`config.mk`:
```
export PLATFORM = sky130hd
export DESIGN_NAME = fixed_divide_seq
export DESIGN_NICKNAME = d
export VERILOG_FILES = /design/src/rtl/fixed_math_pkg.sv /design/src/rtl/fixed_saturate.sv /design/src/rtl/fixed_divide_seq.sv
export SDC_FILE = /design/constraint.sdc
export NUM_CORES = 1
export LEC_CHECK = 0
export CAP_MARGIN = 0
export CORE_ASPECT_RATIO = 1.5
export CORE_MARGIN = 4
export CORE_UTILIZATION = 34
export DETAILED_ROUTE_END_ITERATION = 6
export PLACE_DENSITY_LB_ADDON = 0.15
export SYNTH_ARGS = -nofsm -noshare
export SYNTH_HDL_FRONTEND = slang
export SYNTH_SLANG_ARGS = --single-unit
export TNS_END_PERCENT = 1
```
`constraint.sdc`:
```
create_clock -name clk -period 3.1 [get_ports clk]
set_input_delay 0.62 -clock clk [delete_from_list [all_inputs] [get_ports clk]]
set_output_delay 0.62 -clock clk [all_outputs]
set_load 0.05 [all_outputs]
```
`src/rtl/fixed_math_pkg.sv`:
```
// Shared fixed-point arithmetic types and saturation constants.
// Saturation helpers return 64-bit words; only the low n bits are meaningful.
package fixed_math_pkg;

   typedef enum logic [1:0] {DIV_IDLE, DIV_CALC, DIV_DONE} div_state_t;

   function automatic logic [63:0] fx_max(input int unsigned n);
      return (64'd1 << (n - 1)) - 64'd1;
   endfunction

   function automatic logic [63:0] fx_min(input int unsigned n);
      return ~64'd0 << (n - 1);
   endfunction

endpackage

```
`src/rtl/fixed_saturate.sv`:
```
// Unsigned magnitude plus sign to signed OUT_W result, clipped to MAX/MIN.
// Expects IN_W > OUT_W; negative magnitudes up to 2^(OUT_W-1) are representable.
module fixed_saturate
   import fixed_math_pkg::*;
#(
   parameter int unsigned IN_W  = 44,
   parameter int unsigned OUT_W = 32
) (
   input  logic [IN_W-1:0]  mag,
   input  logic             neg,
   output logic [OUT_W-1:0] result,
   output logic             sat
);

   localparam logic [63:0] MaxWide = fx_max(OUT_W);
   localparam logic [63:0] MinWide = fx_min(OUT_W);
   localparam logic [OUT_W-1:0] MaxVal = MaxWide[OUT_W-1:0];
   localparam logic [OUT_W-1:0] MinVal = MinWide[OUT_W-1:0];

   logic over_hi;
   logic low_rest;

   assign over_hi  = |mag[IN_W-1:OUT_W];
   assign low_rest = |mag[OUT_W-2:0];

   always_comb begin
      result = '0;
      sat    = 1'b0;
      if (neg) begin
         // Exactly 2^(OUT_W-1) negates to MIN without clipping.
         if (over_hi || (mag[OUT_W-1] && low_rest)) begin
            result = MinVal;
            sat    = 1'b1;
         end else begin
            result = ~mag[OUT_W-1:0] + 1'b1;
         end
      end else begin
         if (over_hi || mag[OUT_W-1]) begin
            result = MaxVal;
            sat    = 1'b1;
         end else begin
            result = mag[OUT_W-1:0];
         end
      end
   end

endmodule

```
`src/rtl/fixed_divide_seq.sv`:
```
// Sequential signed fixed-point divider, q = (a << F) / b, restoring shift-subtract.
// One quotient bit per cycle; fixed latency regardless of operands.
module fixed_divide_seq
   import fixed_math_pkg::*;
#(
   parameter int unsigned FRACTIONAL_SIZE = 12,
   parameter int unsigned OPERAND_SIZE    = 32
) (
   input  logic                    clk,
   input  logic                    rst_n,
   input  logic                    in_valid,
   output logic                    in_ready,
   input  logic [OPERAND_SIZE-1:0] a,
   input  logic [OPERAND_SIZE-1:0] b,
   output logic                    out_valid,
   input  logic                    out_ready,
   output logic [OPERAND_SIZE-1:0] q,
   output logic                    saturated,
   output logic                    div_by_zero
);

   localparam int unsigned N    = OPERAND_SIZE;
   localparam int unsigned F    = FRACTIONAL_SIZE;
   localparam int unsigned W    = N + F;
   localparam int unsigned CntW = $clog2(W);

   localparam logic [63:0] MaxWide = fx_max(N);
   localparam logic [63:0] MinWide = fx_min(N);
   localparam logic [N-1:0] MaxVal = MaxWide[N-1:0];
   localparam logic [N-1:0] MinVal = MinWide[N-1:0];

   div_state_t      state_q, state_d;
   logic [CntW-1:0] cnt_q, cnt_d;
   logic            fin_q, fin_d;
   logic            sign_q, sign_d;
   logic            a_neg_q, a_neg_d;
   logic            b_zero_q, b_zero_d;
   logic [N-1:0]    b_abs_q, b_abs_d;
   logic [N:0]      rem_q, rem_d;
   logic [W-1:0]    quot_q, quot_d;
   logic [N-1:0]    q_q, q_d;
   logic            sat_q, sat_d;
   logic            dbz_q, dbz_d;

   logic [N-1:0]    a_abs;
   logic [N-1:0]    b_abs;
   logic [N+1:0]    rem_shift;
   logic            rem_ge;
   logic [N-1:0]    sat_val;
   logic            sat_flag;

   assign a_abs     = a[N-1] ? (~a + 1'b1) : a;
   assign b_abs     = b[N-1] ? (~b + 1'b1) : b;
   assign rem_shift = {rem_q, quot_q[W-1]};
   assign rem_ge    = rem_shift >= (N+2)'(b_abs_q);

   fixed_saturate #(
      .IN_W  (W),
      .OUT_W (N)
   ) u_sat (
      .mag    (quot_q),
      .neg    (sign_q),
      .result (sat_val),
      .sat    (sat_flag)
   );

   always_comb begin
      state_d  = state_q;
      cnt_d    = cnt_q;
      fin_d    = fin_q;
      sign_d   = sign_q;
      a_neg_d  = a_neg_q;
      b_zero_d = b_zero_q;
      b_abs_d  = b_abs_q;
      rem_d    = rem_q;
      quot_d   = quot_q;
      q_d      = q_q;
      sat_d    = sat_q;
      dbz_d    = dbz_q;
      unique case (state_q)
         DIV_IDLE: begin
            if (in_valid) begin
               sign_d   = a[N-1] ^ b[N-1];
               a_neg_d  = a[N-1];
               b_zero_d = (b == '0);
               b_abs_d  = b_abs;
               rem_d    = '0;
               quot_d   = {a_abs, {F{1'b0}}};
               cnt_d    = CntW'(W - 1);
               fin_d    = 1'b0;
               state_d  = DIV_CALC;
            end
         end
         DIV_CALC: begin
            if (!fin_q) begin
               // Dividend bits shift out of quot_q while quotient bits shift in.
               rem_d  = rem_ge ? (N+1)'(rem_shift - (N+2)'(b_abs_q)) : (N+1)'(rem_shift);
               quot_d = {quot_q[W-2:0], rem_ge};
               if (cnt_q == '0) begin
                  fin_d = 1'b1;
               end else begin
                  cnt_d = cnt_q - 1'b1;
               end
            end else begin
               fin_d   = 1'b0;
               state_d = DIV_DONE;
               if (b_zero_q) begin
                  q_d   = a_neg_q ? MinVal : MaxVal;
                  sat_d = 1'b1;
                  dbz_d = 1'b1;
               end else begin
                  q_d   = sat_val;
                  sat_d = sat_flag;
                  dbz_d = 1'b0;
               end
            end
         end
         DIV_DONE: begin
            if (out_ready) begin
               state_d = DIV_IDLE;
            end
         end
         default: state_d = DIV_IDLE;
      endcase
   end

   always_ff @(posedge clk or negedge rst_n) begin
      if (!rst_n) begin
         state_q  <= DIV_IDLE;
         cnt_q    <= '0;
         fin_q    <= 1'b0;
         sign_q   <= 1'b0;
         a_neg_q  <= 1'b0;
         b_zero_q <= 1'b0;
         b_abs_q  <= '0;
         rem_q    <= '0;
         quot_q   <= '0;
         q_q      <= '0;
         sat_q    <= 1'b0;
         dbz_q    <= 1'b0;
      end else begin
         state_q  <= state_d;
         cnt_q    <= cnt_d;
         fin_q    <= fin_d;
         sign_q   <= sign_d;
         a_neg_q  <= a_neg_d;
         b_zero_q <= b_zero_d;
         b_abs_q  <= b_abs_d;
         rem_q    <= rem_d;
         quot_q   <= quot_d;
         q_q      <= q_d;
         sat_q    <= sat_d;
         dbz_q    <= dbz_d;
      end
   end

   assign in_ready    = (state_q == DIV_IDLE);
   assign out_valid   = (state_q == DIV_DONE);
   assign q           = q_q;
   assign saturated   = out_valid & sat_q;
   assign div_by_zero = out_valid & dbz_q;

endmodule

```
== After elaboration in Yosys (flattened, before gate mapping) ==
Index checks and enable logic that the tools add are counted.
Cells by class
  shift operators: 0
  bitwise logic cells: 6
  add/sub/neg operators: 5
  muxes and demuxes: 31
  div/mod/pow operators: 0
  reduce and logical (&&, ||, !) cells: 15
  equality and inequality tests: 7
  magnitude comparators: 1
  $mul: 0
Operators by type and width (count)
  2-to-1 mux 32 bit: 7
  2-to-1 mux 33 bit: 3
  adder 32 x 1 -> 32 bit (second input constant): 3
  inverter 32 bit: 3
  2-to-1 mux 44 bit: 2
  case mux 44 bit (2 select lines): 1
  case mux 33 bit (2 select lines): 1
  >= comparator 34 x 32 -> 1 bit: 1
  subtractor 33 x 32 -> 33 bit: 1
  logical NOT 32 bit: 1
  OR reduction 31 bit: 1
  2-to-1 mux 6 bit: 3
  case mux 6 bit (2 select lines): 1
  OR reduction 12 bit: 1
  2-to-1 mux 1 bit: 8
  inequality test 2 bit (second input constant): 4
  logical NOT 6 bit: 1
  2-to-1 mux 2 bit: 3
  case mux 2 bit (3 select lines): 1
  AND reduction 2 bit: 3
  AND reduction 3 bit: 2
  subtractor 6 x 1 -> 6 bit (second input constant): 1
  AND reduction 4 bit: 1
  AND 1 bit: 2
  other kinds (9): 10
Word-level totals
  bits in read-only memories: 0
  memories: 0
  latch bits: 0
  RAM bits: 0
  output and inout port bits: 36
  flip-flop bits (word level): 155

== Longest topological paths before layout ==
Gate-level depths: netlist of the first run.
  word-level depth: 6
  gate-level depth with buffers: 14

== Modules after synthesis ==
From an unflattened synthesis of the first run, not the netlist that was laid out.
Second synthesis, totals
  cells, all modules: 1311
  area, all modules: 10704.0 um^2
Modules (own cells, without submodules)
  fixed_divide_seq: times used 1, area each 9421.5 um^2, sequential area each 3878.7 um^2, cells each 1109
  fixed_saturate: times used 1, area each 1282.5 um^2, sequential area each 0.0 um^2, cells each 202

== Worst setup path before layout of the first run ==
OpenSTA, ideal clock, no wires.
  path kind: input -> register
  start point: input b[6]
  end point: register b_abs_q[30]
  stages: 8
  arrival time: 3179 ps
  required time: 2969 ps
  library setup time: 131 ps
  slack: -210 ps
  path through: or4_1 > or2_1 > or4_4 > or3_4 > or3_4 > o41ai_2 > xor2_1 > o21ai_1
On the way
  cells in the longest elaborated chain, start to end: 3
Ends and longest elaborated chain
  start: declaration: RTL line fixed_divide_seq.sv:14  | input logic [OPERAND_SIZE-1:0] b,
  inverter 32 bit: RTL line fixed_divide_seq.sv:53  | assign b_abs = b[N-1] ? (~b + 1'b1) : b;
  adder 32 x 1 -> 32 bit: RTL line fixed_divide_seq.sv:53
  2-to-1 mux 32 bit: RTL line fixed_divide_seq.sv:53
  end signal: assignment: RTL line fixed_divide_seq.sv:148  | b_abs_q <= b_abs_d;
  end: declaration: RTL line fixed_divide_seq.sv:38  | logic [N-1:0] b_abs_q, b_abs_d;
Every way passes these cells.
A chain may end at the register's enable or synchronous reset.

== Final worst setup path of the first run ==
  start point: register quot_q[0]
  end point: register q_q[12] (netlist: q[12])
On the way
  cells in the longest elaborated chain, start to end: 6
  elaborated cells on any way between the ends: 8
Ends and longest elaborated chain
  start: declaration: RTL line fixed_divide_seq.sv:40  | logic [W-1:0] quot_q, quot_d;
  start signal: assignment: RTL line fixed_divide_seq.sv:150  | quot_q <= quot_d;
  parallel branches: the longest is 3 deep, another holds adder 32 x 1 -> 32 bit
  2-to-1 mux 32 bit *: RTL line fixed_saturate.sv:31  | if (over_hi || (mag[OUT_W-1] && low_rest)) begin
  2-to-1 mux 32 bit *: RTL line fixed_saturate.sv:29  | if (neg) begin
  2-to-1 mux 32 bit *: RTL line fixed_divide_seq.sv:107  | if (b_zero_q) begin
  end signal: assignment: RTL line fixed_divide_seq.sv:151  | q_q <= q_d;
  end: declaration: RTL line fixed_divide_seq.sv:41  | logic [N-1:0] q_q, q_d;
Mark *: on every way between the ends.

==> out/metrics.csv, run 1 <==
stage,metric,value,unit
status,outcome,finished with violations,
status,failing checks,setup timing,
timing,Worst Hold Slack,162.1,ps
layout,"commonest cells after routing, fill and taps aside","dfrtp_1, o21ai_0, nand2_1",
timing,Slew HR,61.14,%
clocking,CTS sink cnt,155,
clocking,clk slew on worst S/H paths,70,ps
place,dpl ws,-762.0,ps
synthesis,Synth cell types,59,
layout,share of post-route cells with drive strength above 1,14.97,%
drt,drc violations,0,
drt,vias post-DR,9805,
global_route,vias in the first global route,9887,
timing,post-route setup slack,-21.04,ps
timing,"Slew Viols, Final",0,
clocking,H-tree Lvls,4,
timing,final setup fails,1,
layout,"Core Util, Final",45.38,%
synthesis,post-synthesis compound-gate area fraction,25.98,%
die,Core ar.,29770,µm²
layout,antenna cells,0,
synthesis,synthesized area,10340,µm²
synthesis,mux contribution to synthesized area,1.646,%
critical_path,CP Max Fanout,5,
synthesis,post-synthesis sequential area ratio,37.51,%
layout,post-route cell area,13510,µm²
layout,"commonest non-fill, non-tap cell in the layout",dfrtp_1,
critical_path,Crit path arrival time,3440,ps
die,die height,221.6,µm
power_and_ir_drop,Leak Pwr,5.699,nW
critical_path,critical path class,flop to flop,
die,num rows,77,
global_route,gr usage total,18.66,%
drt,vias per cell,5.297,
min_path,min-delay worst type,input port to asynchronous set/reset pin,
critical_path,reg2reg setup slack,-20,ps
synthesis,xor and xnor area share after synthesis,7.623,%
critical_path,Worst path max stage delay,430,ps
place,PortBufs,103,
synthesis,syn nets,1377,
place,dpl cell area,12540,µm²
critical_path,R2R depth,12,
critical_path,crit path cell chain,"inv_2, ha_4, or3b_4, or3_4, buf_6, or3_4, or3_4, nor3_4, a21oi_2, o21ai_1, a21oi_1, o22a_1",
synthesis,Async SR Flop Fraction,100.0,%
drt,first-pass iteration count of the detailed router,5,
critical_path,Reg-to-Reg End,q[12],
synthesis,ys flop type,dfrtp_1,
critical_path,FF-to-FF Start,quot_q[0],
synthesis,simple-gate share of the synthesized area,17.96,%
layout,area of the multi-input gates,6285,µm²
clocking,Skew-Pair Late Insertion Delay,430,ps
global_route,initial antenna violation count,0,
drt,Routed Antenna Nets,0,
clocking,"Hold-fix buffers, CTS",0,
timing,fmax,0.3204,GHz
clocking,clock root cell,clkbuf_16,
critical_path,slowest CP cell,or3_4,
global_route,largest net degree at the start of global routing,67,
synthesis,"FF+latch count, synth",155,
critical_path,Critical Path Start Type,flop,
clocking,CTS Buf Count,17,
clocking,clk buf depth,2,
die,Starting Density,34.73,%
timing,Tmin final,3121,ps
global_route,first-pass GRT wire length,50490,µm
synthesis,Synth warnings,0,
layout,FF/Latch Area,3879,µm²
critical_path,Required @ worst endpoint,3420,ps
layout,fin nets,1548,
drt,DRT iter0 DRCs,466,
critical_path,Critical Path Sink Type,flop,
critical_path,CP dominant cell by count,or3_4,
synthesis,largest family of logic cells by synthesized area,compound AO/OA/AOI/OAI gates,
power_and_ir_drop,Pwr per Cell Area,1130,nW/µm²
die,DIE AREA,33320,µm²
power_and_ir_drop,worst vdd ir,459.2,µV
power_and_ir_drop,total power,15.27,mW
timing,Least-Margin Pin Slew,579.0,ps
layout,fillers,3001,
synthesis,Post-synth EDFFs,0,
drt,Total Wirelength,30730,µm
place,gpl congestion,0.8693,
timing,"Hold Violations, Final",0,
timing,final clock skew,11.54,ps
die,IO Count,104,
timing,RSZ-0062 raised after global routing,yes,
synthesis,adder-cell share of the synthesized area,4.550,%
timing,fin crit share,100.7,%
global_route,overall overflow remaining after global route,0,
synthesis,Synth Instances,1272,
clocking,TritonCTS clock tree,yes,
place,hpwl dp,23090,µm
drt,DR WL/cell,16.60,µm
flow_run,maxcap violations,0,
synthesis,syn avg cell area,8.129,µm²
die,die width,150.4,µm
layout,area delta synth->final,30.65,%
[logic make-up (layout without fill, tap and decap cells)]
kind of cell,Yosys count,after routing
mux,17,17
fa+ha+maj,37,37
simple gates,392,392
xor+xnor,90,90
compound gates,452,452
flops,155,155
buf+inv,129,313
[worst max-delay path by stage]
| stage | startpoint | endpoint | slack, ps | cells after the start |
|---|---|---|---|---|
| 2_1_floorplan | b[6] | b_abs_q[30] | -210 | 8 |
| 3_3_place_gp | b[6] | b_abs_q[30] | -720 | 9 |
| 3_5_place_dp | b[6] | b_abs_q[30] | -760 | 9 |
| 4_1_cts | a[8] | quot_q[41] | -50 | 10 |
| 5_1_grt | quot_q[0] | q[12] | -120 | 12 |
| 6_report | quot_q[0] | q[12] | -20 | 12 |
[layer usage]
layer	up-vias	track usage (%)	part of all wire, %
li1	4904	-	-
met3	51	2.188	3.1
met5	-	0	0
met1	4652	21.82	41
met2	198	34.36	53
met4	0	6.795	2.7
[final cells by class]
cell class	count	area share, %
Sequential cell	155	28.71
Tap cell	395	3.658
Inverter	55	1.528
Clock buffer	21	3.482
Clock inverter	11	0.9818
Multi-Input combinational cell	988	46.52
Timing Repair Buffer	226	15.12
[Yosys cell counts, drive strengths merged (7+ instances only)]
| cell type | n | share of area, % |
|---|---|---|
| nand3 | 28 | 1.4 |
| ha | 36 | 4.4 |
| a211oi | 8 | 0.58 |
| or2 | 8 | 0.48 |
| nor2 | 83 | 3.0 |
| a32oi | 7 | 0.59 |
| a21o | 21 | 1.5 |
| nor4 | 10 | 0.61 |
| clkbuf | 64 | 2.3 |
| nand2 | 151 | 5.5 |
| dfrtp | 155 | 38 |
| nand2b | 15 | 0.91 |
| o21ai | 168 | 8.1 |
| o311ai | 8 | 0.68 |
| o31ai | 20 | 1.5 |
| nor3 | 22 | 1.1 |
| inv | 55 | 2.0 |
| a22o | 11 | 0.93 |
| xnor2 | 28 | 2.4 |
| and2 | 10 | 0.61 |
| xor2 | 62 | 5.3 |
| mux2i | 17 | 1.6 |
| or4 | 14 | 1.1 |
| a31oi | 15 | 0.91 |
| and3 | 8 | 0.48 |
| o41ai | 16 | 1.4 |
| buf | 10 | 0.41 |
| a22oi | 8 | 0.58 |
| or3 | 20 | 1.3 |
| nor3b | 7 | 0.51 |
| a21oi | 136 | 6.6 |
[power breakdown]
group | switching, mW | total, mW | leakage, nW | internal, mW
clock network | 0.903 | 2.17 | 0.291 | 1.26
logic | 5.37 | 9.18 | 3.52 | 3.80
registers | 0.835 | 3.93 | 1.89 | 3.09
total | 7.11 | 15.3 | 5.70 | 8.16
[flip-flops by register name (all words and copies together) (netlist names), 2 cells and up]
name	count
b_abs_q	32
cnt_q	6
q	32
quot_q	44
rem_q	33
state_q	2
[worst max-delay path: cells and delay by family, from the launching register on]
| family | cells | cell delay (ps) |
|---|---|---|
| AO/OA/AOI/OAI | 4 | 460 |
| buffers and inverters | 2 | 240 |
| flip-flops | 1 | 390 |
| adder cells (fa/ha/maj) | 1 | 130 |
| AND/OR/NAND/NOR | 5 | 1790 |
[stage by stage]
step / TNS, ps / cells
floorplan: -608.3 / 1272
finish: -21.04 / 1851
global route: -756.0 / 1851
detailed placement: -15560 / 1812
CTS: -56.48 / 1847
global placement: -14240 / 1812
[timing repair]
item,in CTS,in global routing
resized for setup,29,53
setup endpoints to repair,31,54
setup buffers,3,4
pin swaps,13,20
Note: power is estimated with default switching activity, not from simulation.
==> run 2, diff against run 1 <==
CORE_UTILIZATION = 50   (was 34)
SLEW_MARGIN = 0   (was default)
==> run 2 against run 1 <==
  * The run still ends with setup timing left
  * Clock-buffer cell count stayed put
  * Final area is 2.8% lower
  * Flip-flop and latch count stayed put
  * Non-clock buffer count is 9 lower
  * Clock skew is 1.0 ps lower
  * Clock power hardly changed
  * Cell count is 7.6% lower
  * Global-route usage is 7.1 points higher
  * Register-to-register slack better by 20 ps
  * Largest cell class unchanged
  * Largest power group unchanged
==> out/metrics.csv, run 2 (synthesized netlist as in run 1, its figures left out) <==
stage,metric,value,unit
status,outcome,finished with violations,
status,failing checks,setup timing,
timing,post-route setup slack,-0.2520,ps
critical_path,Critical Path Start Type,flop,
drt,vias per cell,5.901,
timing,fmax,0.3226,GHz
clocking,CTS Buf Count,17,
critical_path,CP dominant cell by count,or3_4,
drt,drc violations,0,
global_route,overall overflow remaining after global route,0,
drt,Routed Antenna Nets,0,
place,gpl congestion,0.9378,
layout,share of post-route cells with drive strength above 1,13.97,%
critical_path,CP top delay family,simple AND/OR/NAND/NOR gates,
drt,vias post-DR,10090,
clocking,CTS sink cnt,155,
timing,"Slew Viols, Final",0,
layout,biggest regs,"quot_q (44), rem_q (33)",
critical_path,Critical Path Sink Type,flop,
power_and_ir_drop,Leak Pwr,5.583,nW
global_route,initial antenna violation count,0,
critical_path,Worst path max stage delay,460,ps
die,die height,184.1,µm
layout,max reg flops,44,
critical_path,Required @ worst endpoint,3470,ps
timing,Least-Margin Pin Slew,939.5,ps
timing,final setup fails,1,
die,IO Count,104,
timing,post-route setup TNS,-0.2520,ps
layout,largest register by flop count,quot_q,
power_and_ir_drop,Pwr per Cell Area,1161,nW/µm²
clocking,"Hold-fix buffers, CTS",0,
critical_path,slowest CP cell,or3b_2,
die,num rows,64,
clocking,clk slew on worst S/H paths,60,ps
global_route,first-pass GRT wire length,48690,µm
global_route,vias in the first global route,9961,
drt,first-pass iteration count of the detailed router,5,
layout,fin nets,1539,
flow_run,maxcap violations,0,
drt,DR WL/cell,17.26,µm
die,Starting Density,50.84,%
timing,fin crit share,100.0,%
clocking,TritonCTS clock tree,yes,
timing,"Hold Violations, Final",0,
layout,area delta synth->final,26.94,%
global_route,gr usage total,25.80,%
critical_path,Bufs and invs on worst path,3,
die,DIE AREA,23090,µm²
drt,DRT iter0 DRCs,695,
layout,"commonest non-fill, non-tap cell in the layout",o21ai_0,
timing,Worst Hold Slack,153.5,ps
timing,RSZ-0062 raised after global routing,yes,
place,hpwl dp,22030,µm
die,die width,125.4,µm
global_route,largest net degree at the start of global routing,72,
clocking,H-tree Lvls,4,
min_path,min-delay worst type,input port to asynchronous set/reset pin,
critical_path,CP Max Fanout,5,
clocking,Skew-Pair Late Insertion Delay,430,ps
place,PortBufs,103,
timing,Slew HR,37.17,%
clocking,clock root cell,clkbuf_16,
layout,antenna cells,0,
clocking,clk buf depth,2,
power_and_ir_drop,worst vdd ir,577.5,µV
timing,Tmin final,3100,ps
die,Core ar.,20340,µm²
layout,"commonest cells after routing, fill and taps aside","o21ai_0, dfrtp_1, nand2_1",
drt,Total Wirelength,29520,µm
critical_path,critical path class,flop to flop,
critical_path,Crit path arrival time,3470,ps
critical_path,crit path cell chain,"inv_2, ha_2, or3b_2, or3_4, buf_4, or3_4, or3_4, buf_4, o21ai_0, nand2_1, a211oi_2, o22a_1",
timing,final clock skew,10.52,ps
run 2: changes by cell type in the layout (fill, tap and decap cells not counted), sizes merged:
cell,before,now
dlymetal6s2s,0,2
buf,124,115
inv,59,56
dlygate4sd2,3,7
clkdlybuf4s15,1,0
clkinv,3,4
bufinv,2,3
clkdlybuf4s50,98,93
run 2: worst register-to-register path: stages (launching register included):
cell,delay [ps]
dfrtp_1,390
inv_2,70
ha_2,160
or3b_2,460
or3_4,370
buf_4,170
or3_4,340
or3_4,350
buf_4,160
o21ai_0,130
nand2_1,100
a211oi_2,200
o22a_1,140
run 2: per-stage QoR:
stage,cells,util [%],power [mW],instance area [µm²],setup slack [ps]
finish,1710,64.53,15.24,13130,-0.2520
global route,1710,64.53,16.52,13130,-92.81
CTS,1710,63.97,15.20,13010,-10.93
detailed placement,1679,60.60,12.95,12330,-704.2
global placement,1679,60.60,12.73,12330,-685.6
floorplan,1272,-,10.26,10340,-210.2
run 2: area by class of cell:
cell class              count  area [µm²]
clock buffers              21       450.4
well taps                 264       330.3
multi-input cells         988        6201
repair buffers            217        1917
clock inverters            10       141.4
flip-flops and latches    155        3879
fillers                  1852        7214
inverters                  55       206.4
run 2: power by group:
group / total (mW) / internal, mW / switching [mW]
clock: 2.14 / 1.29 / 0.858
combinational: 9.14 / 3.77 / 5.37
sequential: 3.96 / 3.09 / 0.871
total: 15.2 / 8.15 / 7.10
run 2: repair_timing:
| item | CTS | global route |
|---|---|---|
| buffers inserted | 0 | 0 |
| endpoints found under the hold margin | 0 | 0 |
| gates resized for setup | 28 | 39 |
| pin swaps | 10 | 3 |
| endpoints found under the setup margin | 33 | 66 |
run 2: per-layer routing:
layer	share of wire [%]	global-route usage [%]	vias to the layer above
met3	3.9	3.827	69
met5	0	0	-
met2	53	48.44	295
met4	3.5	11.24	0
li1	-	-	4905
met1	39	28.87	4821
run 2: path summary, 6_finish.rpt:
check	slack, ps	depth (start not counted)	start	end
setup / recovery	-0.3	12	quot_q[0]	q[14]
hold / removal	150	1	rst_n	quot_q[29]
setup reg to reg	-0.3	12	quot_q[0]	q[14]
hold reg to reg	470	2	dbz_q	dbz_q
max in group asynchronous	2150	2	rst_n	rem_q[9]
min in group clk	470	2	dbz_q	dbz_q
